File: config.mk
export PLATFORM = sky130hd
export DESIGN_NAME = clk_div_prog_flat
export DESIGN_NICKNAME = d
export VERILOG_FILES = /design/src/rtl/clk_div_prog_if.sv /design/src/rtl/clk_div_prog.sv /design/src/flat_wrapper.sv
export SDC_FILE = /design/constraint.sdc
export NUM_CORES = 1
export LEC_CHECK = 0
export CORE_MARGIN = 8
export CORE_UTILIZATION = 61
export CTS_BUF_LIST = sky130_fd_sc_hd__clkbuf_2
export CTS_CLUSTER_DIAMETER = 60
export DETAILED_ROUTE_END_ITERATION = 6
export GPL_TIMING_DRIVEN = 1
export PLACE_DENSITY = 0.79
export SYNTH_ARGS = -nofsm -noshare
export SYNTH_HDL_FRONTEND = slang
export SYNTH_SLANG_ARGS = --single-unit
File: constraint.sdc
create_clock -name clk -period 5 [get_ports clk]
set_input_delay 1.5 -clock clk [delete_from_list [all_inputs] [get_ports clk]]
set_output_delay 1.5 -clock clk [all_outputs]
set_load 0.05 [all_outputs]
File: src/rtl/clk_div_prog_if.sv
// Control and output bundle for the programmable clock divider.
// The master drives enables and ratio writes; the slave (divider) returns clocks and ticks.
interface clk_div_prog_if #(
    parameter int CHANNELS = 2,
    parameter int CNT_W    = 8
);
    localparam int WCH_W = (CHANNELS > 1) ? $clog2(CHANNELS) : 1;

    logic                en;
    logic                sync;
    logic                wr_en;
    logic [WCH_W-1:0]    wr_ch;
    logic [CNT_W-1:0]    wr_half;
    logic [CHANNELS-1:0] clk_out;
    logic [CHANNELS-1:0] tick;

    modport master (
        output en, sync, wr_en, wr_ch, wr_half,
        input  clk_out, tick
    );

    modport slave (
        input  en, sync, wr_en, wr_ch, wr_half,
        output clk_out, tick
    );
endinterface

File: src/rtl/clk_div_prog.sv
// Programmable multi-channel clock divider with registered 50% duty outputs and rise ticks.
// Ratio writes land in a shadow register and only reach the active ratio at a toggle boundary.
module clk_div_prog #(
    parameter int CHANNELS     = 2,
    parameter int CNT_W        = 8,
    parameter int DEFAULT_HALF = 5
) (
    input  logic           clk,
    input  logic           rst,
    clk_div_prog_if.slave  bus
);
    localparam int               WCH_W    = (CHANNELS > 1) ? $clog2(CHANNELS) : 1;
    localparam logic [CNT_W-1:0] RST_HALF = CNT_W'(DEFAULT_HALF);
    localparam logic [CNT_W-1:0] ONE      = CNT_W'(1);

    logic [CNT_W-1:0]    cnt      [CHANNELS];
    logic [CNT_W-1:0]    act_half [CHANNELS];
    logic [CNT_W-1:0]    shd_half [CHANNELS];
    logic [CHANNELS-1:0] clk_q;
    logic [CHANNELS-1:0] tick_q;
    logic [CHANNELS-1:0] wr_hit;

    // Out-of-range channel numbers simply match no channel, so the write is dropped.
    always_comb begin
        wr_hit = '0;
        for (int ch = 0; ch < CHANNELS; ch++) begin
            wr_hit[ch] = bus.wr_en && (bus.wr_ch == WCH_W'(ch));
        end
    end

    always_ff @(posedge clk) begin
        if (rst) begin
            clk_q  <= '0;
            tick_q <= '0;
            for (int ch = 0; ch < CHANNELS; ch++) begin
                cnt[ch]      <= '0;
                act_half[ch] <= RST_HALF;
                shd_half[ch] <= RST_HALF;
            end
        end else begin
            for (int ch = 0; ch < CHANNELS; ch++) begin
                if (wr_hit[ch]) begin
                    shd_half[ch] <= bus.wr_half;
                end

                if (bus.sync) begin
                    cnt[ch]      <= '0;
                    clk_q[ch]    <= 1'b0;
                    tick_q[ch]   <= 1'b0;
                    act_half[ch] <= wr_hit[ch] ? bus.wr_half : shd_half[ch];
                end else if (!bus.en) begin
                    tick_q[ch] <= 1'b0;
                end else if (act_half[ch] == '0) begin
                    // Stopped: hold the output level; a nonzero write restarts without waiting.
                    cnt[ch]    <= '0;
                    tick_q[ch] <= 1'b0;
                    if (wr_hit[ch] && (bus.wr_half != '0)) begin
                        act_half[ch] <= bus.wr_half;
                    end
                end else if (cnt[ch] == (act_half[ch] - ONE)) begin
                    cnt[ch]      <= '0;
                    clk_q[ch]    <= ~clk_q[ch];
                    tick_q[ch]   <= ~clk_q[ch];
                    act_half[ch] <= shd_half[ch];
                end else begin
                    cnt[ch]    <= cnt[ch] + ONE;
                    tick_q[ch] <= 1'b0;
                end
            end
        end
    end

    assign bus.clk_out = clk_q;
    assign bus.tick    = tick_q;
endmodule

File: src/flat_wrapper.sv
// flat-port wrapper written by rule: the top's interface ports become plain ports
module clk_div_prog_flat 
#(
    parameter int CHANNELS     = 2,
    parameter int CNT_W        = 8,
    parameter int DEFAULT_HALF = 5
)
  (clk, rst, bus_en, bus_sync, bus_wr_en, bus_wr_ch, bus_wr_half, bus_clk_out, bus_tick);
  clk_div_prog_if #(.CHANNELS(CHANNELS), .CNT_W(CNT_W)) bus_i ();
  input  logic clk;
  input  logic rst;
  input wire logic [$bits(bus_i.en)-1:0] bus_en;
  input wire logic [$bits(bus_i.sync)-1:0] bus_sync;
  input wire logic [$bits(bus_i.wr_en)-1:0] bus_wr_en;
  input wire logic [$bits(bus_i.wr_ch)-1:0] bus_wr_ch;
  input wire logic [$bits(bus_i.wr_half)-1:0] bus_wr_half;
  output wire logic [$bits(bus_i.clk_out)-1:0] bus_clk_out;
  output wire logic [$bits(bus_i.tick)-1:0] bus_tick;
  assign bus_i.en = bus_en;
  assign bus_i.sync = bus_sync;
  assign bus_i.wr_en = bus_wr_en;
  assign bus_i.wr_ch = bus_wr_ch;
  assign bus_i.wr_half = bus_wr_half;
  assign bus_clk_out = bus_i.clk_out;
  assign bus_tick = bus_i.tick;
  clk_div_prog #(.CHANNELS(CHANNELS), .CNT_W(CNT_W), .DEFAULT_HALF(DEFAULT_HALF)) u_core (.clk(clk), .rst(rst), .bus(bus_i));
endmodule
==> results of run 1 <==
==> worst max path at each step <==
| stage | startpoint | end | slack [ns] | cells after the start |
|---|---|---|---|---|
| floorplan | rst | u_core.act_half[1][2] | 1.71 | 8 |
| global placement | rst | u_core.act_half[1][5] | 1.07 | 7 |
| detailed placement | rst | u_core.act_half[1][7] | 0.94 | 7 |
| global route | rst | u_core.act_half[1][7] | 1.34 | 7 |
| finish | rst | u_core.act_half[1][7] | 1.43 | 7 |
| CTS | rst | u_core.act_half[1][7] | 1.48 | 7 |
==> cells by family (layout without fill, tap and decap cells) <==
group / after synthesis / after routing / synth area share
muxes: 7 / 7 / 0.02416
AOI/OAI and AO/OA: 32 / 32 / 0.08413
buffers and inverters: 11 / 32 / 0.01683
xor gates and xnor gates: 34 / 34 / 0.1074
DFF: 52 / 52 / 0.5246
and+or+nand+nor: 112 / 112 / 0.2213
adders and majority gates: 5 / 5 / 0.02157
==> worst max-delay path: cells and delay by family <==
family / cells / cell delay [ns]
AO/OA/AOI/OAI: 3 / 1.03
AND/OR/NAND/NOR: 3 / 0.65
buffers and inverters: 1 / 0.66
==> cells in the mapped netlist, types with 6 or more instances <==
cell type | number | area (um2)
and3_1 | 10 | 62.56
nand2_1 | 6 | 22.52
a32o_1 | 6 | 60.06
and2_1 | 7 | 43.79
inv_1 | 7 | 26.28
edfxtp_1 | 48 | 1441
mux2i_1 | 7 | 70.07
xnor2_1 | 21 | 183.9
nor3_1 | 6 | 30.03
nand2b_1 | 8 | 50.05
nand3_1 | 14 | 70.07
xor2_1 | 12 | 105.1
nor2_1 | 31 | 116.4
==> registers in the layout, indices dropped and copies added, names as in the netlist <==
| name | cells |
|---|---|
| u_core.act_half | 16 |
| u_core.cnt | 16 |
| u_core.shd_half | 16 |
| u_core.bus.clk_out | 2 |
| u_core.bus.tick | 2 |
==> layer usage <==
layer	vias up	global-route usage	routed length, um
met4	0	0.03883	43
met3	6	0.04826	283
met2	46	0.2401	2465
li1	979	-	-
met1	937	0.2162	2581
met5	-	0	0
==> layout make-up <==
| cell class | instances | share of cell area |
|---|---|---|
| sequential | 52 | 0.4804 |
| multi-input combinational | 190 | 0.4200 |
| timing repair buffer | 17 | 0.05373 |
| tap | 54 | 0.02134 |
| clock inverter | 3 | 0.008297 |
| inverter | 7 | 0.008297 |
| clock buffer | 5 | 0.007902 |
==> where the power goes <==
part / internal (mW) / switching (mW)
sequential: 0.507 / 0.0245
combinational: 0.0548 / 0.0646
clock: 0.0388 / 0.140
total: 0.600 / 0.230
==> reports/qor.csv, run 1 <==
metric,value,unit
status,"finished, final reports clean",
pre-CTS setup slack,0.9431,ns
Final setup viols,0,
worst hold path cell count,1,
final RePlAce weighted congestion,0.8254,
FF-to-FF path depth,7,
P&R area growth vs syn,9.189,%
cells along the critical path,"clkdlybuf4s50_1, or3b_1, nor2_1, and4bb_2, a21oi_2, o21ai_2, a32o_1",
fin nets,292,
worst r2r dst,u_core.act_half[1][7],
Hold WS,0.4940,ns
peak supply drop,0.1784,mV
CTS tree,done,
Num CTS Buffers,5,
Pre-Repair DR Iteration Count,5,
post-route cell area,3167,um2
initial antenna violation count,0,
crit-path max cell delay,0.66,ns
worst skew pair latency,0.45,ns
number of fill cells,369,
Slew HR,0.5830,
register area share after synthesis,0.5246,
# clock sinks,52,
drt drc,0,
"most common cell after layout, fill and taps aside",edfxtp_1,
Clock transition at path regs,0.29,ns
HPWL Detailed,4.115,mm
Final Util,0.6795,
Register Area,1521,um2
Routed Antenna Nets,0,
n_diodes,0,
worst path arrival time,3.84,ns
CP startpoint kind,input pin,
Placed Area,3115,um2
Hold EP,u_core.bus.tick[0],
P_leak,1.136,nW
Post-Layout Cell Count,328,
number of synthesized flops with an enable pin,48,
Mapped Area,2900,um2
post-CTS sizing,0,
Period minus WS final,3.571,ns
total chip power,829.8,uW
dpl cells,320,
IO Port Bufs,17,
hold_buf cts,0,
post-synth cell types,49,
fin crit share,0.7142,
pwr/cell area,262.0,nW/um2
Fmax,0.2800,GHz
Max-cap violations,0,
H-tree depth,2,
Post-CTS Setup Bufs,0,
vias in the first global route,1929,
layout cells sized above 1,0.07299,
worst endpoint required time,5.27,ns
register bit total from synthesis,52,
Gate Count Post-Synth,253,
GR Overflow Total,0,
drt total wl,5.373,mm
clock root buffer,clkbuf_2,
Hold Startpoint,u_core.bus.clk_out[0],
drt via density,6.000,
CP max stage cell,clkdlybuf4s50_1,
initial drt markers,149,
CP Capture Type,register,
IO Pins,18,
Final Hold Fails,0,
kind of path behind the tightest hold check,register to register,
worst reg2reg setup slack,2.15,ns
Clock Skew,0.02624,ns
TNS Setup,0,ns
largest net degree at the start of global routing,19,
gr usage total,0.1590,
Worst Max-Slew Pin Slew,0.6256,ns
Die Ht,84.96,um
Initial Util,0.6223,
Longest Clk Path Bufs,2,
WL/cell,16.38,um
ys async rst share,0,
routed vias,1968,
"commonest cells after routing, fill and taps aside","edfxtp_1 (48), nor2_1 (31), xnor2_1 (21), clkdlybuf4s50_1 (17), nand3_1 (14)",
Core ar.,4661,um2
first-pass GRT wire length,9.204,mm
syn_area_per_cell,11.46,um2
Synthesized Nets,272,
max-slew violations,0,
Most used DFF post-synth,edfxtp_1,
setup ws final,1.429,ns
row cnt,25,
synth warn,0,
RSZ-0062 raised after global routing,no,
Die ar.,7217,um2
reg2reg start,u_core.act_half[0][3],
area of the multi-input gates,1330,um2
critical path class,input pin to register,
CP Max Fanout,12,
die width,84.96,um
(Power assumes the default switching activity.)
==> inputs of run 2 (changes only) <==
- clock period: 5 -> 3.7 ns (I/O delays scaled with it)
==> run 2 against run 1 <==
Setup slack worse by 0.76 ns. Clock power up 61%. Clock-buffer cell count unchanged. Flip-flop and latch count stayed put. Hold slack got worse by 0.0017 ns. Largest power group unchanged. Design area is 0.99% higher. First-iteration DRC count decreased by 13%. Wire length is 0.45% lower. Sequential share of layout area down 0.47 points. Global-route usage decreased by 0.13 points.
==> reports/qor.csv, run 2 (same netlist as run 1, synthesis figures left out) <==
metric,value,unit,change
status,"finished, final reports clean",,
Period minus WS final,3.029,ns,
Final setup viols,0,,unchanged
layout cells sized above 1,0.07609,,+0.003094
worst hold path cell count,1,,unchanged
HPWL Detailed,4.148,mm,+0.81%
routed vias,1960,,-0.41%
Fmax,0.3301,GHz,
worst skew pair latency,0.44,ns,about the same
crit-path max cell delay,0.49,ns,-0.17 ns
worst path arrival time,3.27,ns,-0.57 ns
drt total wl,5.349,mm,-0.45%
kind of path behind the tightest hold check,register to register,,
Int Power,873.8,uW,+46%
clock group share of total power,0.247,,+0.031
sw frac,0.2529,,-0.02367
die width,84.96,um,unchanged
CP Capture Type,register,,
TNS Setup,0,ns,unchanged
cells along the critical path,"clkdlybuf4s50_1, or3b_1, nor2_1, and4bb_2, a21oi_2, o21ai_2, a32o_1",,
Worst Max-Slew Pin Slew,0.6016,ns,-0.02396 ns
Max-cap violations,0,,unchanged
P&R area growth vs syn,10.27,%,
clock root buffer,clkbuf_2,,
# clock sinks,52,,unchanged
pwr/cell area,365.7,nW/um2,+40%
FF-to-FF path depth,7,,unchanged
Hold Startpoint,u_core.bus.clk_out[0],,
number of fill cells,373,,+1.1%
CTS tree,done,,
Top Family by Delay on Critical Path,compound AO/OA/AOI/OAI gates,,
Routed Antenna Nets,0,,unchanged
Pre-Repair DR Iteration Count,6,,+1
Post-Layout Cell Count,330,,+0.61%
peak supply drop,0.2101,mV,+18%
Hold EP,u_core.bus.tick[0],,
Slew HR,0.5989,,+0.01597
Final Hold Fails,0,,unchanged
CP max stage cell,a21oi_2,,
initial antenna violation count,0,,unchanged
IO Port Bufs,17,,unchanged
H-tree depth,2,,unchanged
fin crit share,0.8186,,
Num CTS Buffers,5,,unchanged
GR Overflow Total,0,,unchanged
worst r2r dst,u_core.act_half[1][7],,
Comb power frac,0.140,,-0.004
drt via density,5.939,,-1.0%
sw power,295.8,uW,+29%
Longest Clk Path Bufs,2,,unchanged
Core ar.,4661,um2,unchanged
drt drc,0,,unchanged
Clock Skew,0.02336,ns,-0.002887 ns
max-slew violations,0,,unchanged
gr usage total,0.1577,,-0.001263
Clock transition at path regs,0.25,ns,-0.04 ns
Die ar.,7217,um2,unchanged
Initial Util,0.6223,,unchanged
dpl cells,322,,+0.63%
critical path class,input pin to register,,
worst reg2reg setup slack,0.88,ns,-1.27 ns
first-pass GRT wire length,9.004,mm,-2.2%
CP startpoint kind,input pin,,
row cnt,25,,unchanged
Seq pwr share,0.613,,-0.027
largest net degree at the start of global routing,17,,-2
worst endpoint required time,3.95,ns,-1.32 ns
RSZ-0062 raised after global routing,no,,
P_leak,1.152,nW,+1.5%
WL/cell,16.21,um,-1.1%
IO Pins,18,,unchanged
"most common cell after layout, fill and taps aside",edfxtp_1,,
post-CTS sizing,0,,unchanged
final RePlAce weighted congestion,0.8555,,+3.6%
initial drt markers,129,,-13%
total chip power,1.170,mW,+41%
reg2reg start,u_core.act_half[0][0],,
n_diodes,0,,unchanged
largest registers,"u_core.act_half (16), u_core.cnt (16), u_core.shd_half (16)",,
CP Max Fanout,12,,unchanged
CP Buf/Inv Count,1,,unchanged
fin nets,294,,+0.68%
Die Ht,84.96,um,unchanged
Final Util,0.6862,,+0.006711
vias in the first global route,1952,,+1.2%
"commonest cells after routing, fill and taps aside","edfxtp_1 (48), nor2_1 (31), xnor2_1 (21), clkdlybuf4s50_1 (17), nand3_1 (14)",,
Post-CTS Setup Bufs,0,,unchanged
hold_buf cts,0,,unchanged
run 2: how the worst max path moves through the flow:
stage,startpoint,to,slack [ns],cells after the start
floorplan,rst,u_core.act_half[1][2],0.80,8
global placement,bus_wr_half[3],u_core.act_half[1][5],0.28,8
detailed placement,bus_en,u_core.act_half[1][7],0.17,7
CTS,bus_en,u_core.act_half[1][7],0.68,7
global route,bus_wr_half[3],u_core.act_half[1][7],0.47,8
finish,bus_en,u_core.act_half[1][7],0.67,7
run 2: layer usage:
metal  up-vias  wire [um]  track usage
li1        975          -            -
met1       938       2582       0.2018
met2        40       2511       0.2550
met3         7        193      0.04537
met4         0         62      0.03883
met5         -          0            0
run 2: area by class of cell:
class                   count  area [um2]  share of cell area
repair buffers             19       185.2             0.05790
clock buffers               5       25.02            0.007825
multi-input cells         190        1330              0.4159
clock inverters             3       42.54             0.01330
inverters                   7       26.28            0.008216
flip-flops and latches     52        1521              0.4757
well taps                  54       67.56             0.02113
run 2: stage by stage:
stage | area [um2] | hold WS [ns] | setup WS [ns]
floorplan | 2900 | 0.5121 | 0.8023
global placement | 3131 | 0.4573 | 0.2778
detailed placement | 3131 | 0.4720 | 0.1745
CTS | 3198 | 0.4981 | 0.6830
global route | 3198 | 0.5065 | 0.4733
finish | 3198 | 0.4923 | 0.6710
run 2: power groups by stage:
stage / Sequential [mW] / Combinational (mW) / Clock (mW)
5_1_grt: 0.723 / 0.180 / 0.314
4_1_cts: 0.717 / 0.165 / 0.295
6_report: 0.718 / 0.164 / 0.289
3_5_place_dp: 0.731 / 0.164 / 0
3_3_place_gp: 0.729 / 0.161 / 0
2_1_floorplan: 0.721 / 0.119 / 0
==> inputs of run 3 (changes only) <==
- CORE_UTILIZATION: 61 -> 55
- PLACE_DENSITY: 0.79 -> 0.75
- clock period: 3.7 -> 2.6 ns (I/O delays scaled with it)
==> run 3 against run 2 <==
Design area up 8.7%. Largest cell class unchanged. Setup slack worse by 0.58 ns. Global-route usage barely moved. Hold slack improved by 0.0030 ns. First-iteration DRC count is 30% higher. Sequential power up 42%. Critical endpoint is now u_core.act_half[1][3]. Total power grew 43%.
==> reports/qor.csv, run 3 (same netlist as run 1, synthesis figures left out) <==
metric,value,unit,change
Final Hold Fails,0,,unchanged
cells along the critical path,"inv_2, ha_4, nor3b_2, xnor2_1, nor3_1, nand3_1, or4b_4, nand3_1, buf_12",,
largest net degree at the start of global routing,20,,+3
Placed Area,3363,um2,+7.4%
Clock Skew,0.02975,ns,+0.006388 ns
WL/cell,15.37,um,-5.2%
status,"finished, final reports clean",,
Pre-Repair DR Iteration Count,4,,-2
kind of path behind the tightest hold check,register to register,,
Final setup viols,0,,unchanged
TNS Setup,0,ns,unchanged
crit-path max cell delay,0.55,ns,+0.06 ns
pre-CTS setup slack,-0.3395,ns,-0.5140 ns
max-slew violations,0,,unchanged
CP startpoint kind,register,,
largest registers,"u_core.act_half (16), u_core.cnt (16), u_core.shd_half (16)",,
FF-to-FF path depth,9,,+2
Top Family by Delay on Critical Path,simple AND/OR/NAND/NOR gates,,
initial drt markers,168,,+30%
Hold WS,0.4953,ns,+0.002967 ns
Longest Clk Path Bufs,2,,unchanged
Period minus WS final,2.513,ns,
Num CTS Buffers,5,,unchanged
CP max stage cell,or4b_4,,
Fmax,0.3979,GHz,
post-route cell area,3477,um2,+8.7%
"commonest cells after routing, fill and taps aside","edfxtp_1 (48), nor2_1 (31), buf_4 (25), xnor2_1 (21), clkdlybuf4s50_1 (17)",,
vias in the first global route,1989,,+1.9%
H-tree depth,2,,unchanged
fin nets,320,,+8.8%
Max-cap violations,0,,unchanged
CP Buf/Inv Count,2,,+1
RSZ-0062 raised after global routing,no,,
initial antenna violation count,0,,unchanged
CP Capture Type,register,,
peak supply drop,0.3806,mV,+81%
final RePlAce weighted congestion,0.8261,,-3.4%
Core ar.,5107,um2,+9.6%
# clock sinks,52,,unchanged
Post-CTS Setup Bufs,0,,unchanged
number of fill cells,384,,+2.9%
drt via density,5.680,,-4.4%
fin crit share,0.9667,,
gr usage total,0.1575,,-0.0002926
first-pass GRT wire length,9.535,mm,+5.9%
GR Overflow Total,0,,unchanged
setup ws final,0.08660,ns,-0.5844 ns
Worst path depth,9,,+2
worst path arrival time,2.74,ns,-0.53 ns
layout cells sized above 1,0.1722,,+0.09610
routed vias,2113,,+7.8%
Worst Max-Slew Pin Slew,0.5072,ns,-0.09445 ns
critical path class,register to register,,
Die ar.,7853,um2,+8.8%
CP Max Fanout,8,,-4
Die Ht,88.62,um,+4.3%
worst hold path cell count,1,,unchanged
"most common cell after layout, fill and taps aside",edfxtp_1,,
n_diodes,0,,unchanged
IO Pins,18,,unchanged
drt total wl,5.716,mm,+6.9%
CP dominant cell by count,nand3_1,,
die width,88.62,um,+4.3%
worst skew pair latency,0.47,ns,+0.03 ns
hold_buf cts,0,,unchanged
drt drc,0,,unchanged
clock root buffer,clkbuf_2,,
Routed Antenna Nets,0,,unchanged
worst endpoint required time,2.82,ns,-1.13 ns
row cnt,26,,+4.0%
P_leak,1.282,nW,+11%
HPWL Detailed,4.252,mm,+2.5%
P&R area growth vs syn,19.89,%,
pwr/cell area,481.1,nW/um2,+32%
IO Port Bufs,17,,unchanged
Clock transition at path regs,0.31,ns,+0.06 ns
Slew HR,0.6608,,+0.06191
CTS tree,done,,
Initial Util,0.5679,,-0.05442
-- run 3: path summary, 6_finish.rpt --
check,from,end,slack [ns]
worst max register to register,u_core.act_half[1][0],u_core.act_half[1][3],0.09
worst min register to register,u_core.bus.clk_out[0],u_core.bus.tick[0],0.50
worst max-delay path,u_core.act_half[1][0],u_core.act_half[1][3],0.09
worst min-delay path,u_core.bus.clk_out[0],u_core.bus.tick[0],0.50
-- run 3: area by class of cell --
class,count,area [um2],area share
clock buffers,5,25.02,0.007197
well taps,70,87.58,0.02519
clock inverters,3,33.78,0.009716
inverters,7,26.28,0.007557
flip-flops and latches,52,1521,0.4376
multi-input cells,191,1385,0.3983
repair buffers,44,397.9,0.1144
-- run 3: per-layer routing --
| layer | wire length, um | track usage |
|---|---|---|
| met5 | 0 | 0 |
| met2 | 2559 | 0.2464 |
| met3 | 378 | 0.03807 |
| met4 | 63 | 0.04916 |
| met1 | 2715 | 0.2091 |
-- run 3: repair_timing --
item                       CTS  global route
gates resized for setup      1             8
pin swaps                    0             1
cloned                       0             1
setup endpoints to repair    8            25
-- run 3: power breakdown --
part	switching [mW]	internal, mW	total, mW
clock network	0.287	0.0810	0.368
registers	0.0454	0.974	1.02
logic	0.144	0.141	0.285
total	0.476	1.20	1.67
-- run 3: worst reg2reg max path, stage by stage (launching register included) --
cell      delay (ns)
edfxtp_1        0.48
inv_2           0.10
ha_4            0.17
nor3b_2         0.20
xnor2_1         0.09
nor3_1          0.26
nand3_1         0.13
or4b_4          0.55
nand3_1         0.16
buf_12          0.14
-- run 3: stage by stage --
stage                     power [mW]    util  cells
after global placement         1.300  0.6585    363
after CTS                      1.667  0.6705    371
final                          1.673  0.6808    372
after detailed placement       1.306  0.6585    363
after floorplan                1.195       -    253
after global routing           1.749  0.6808    372
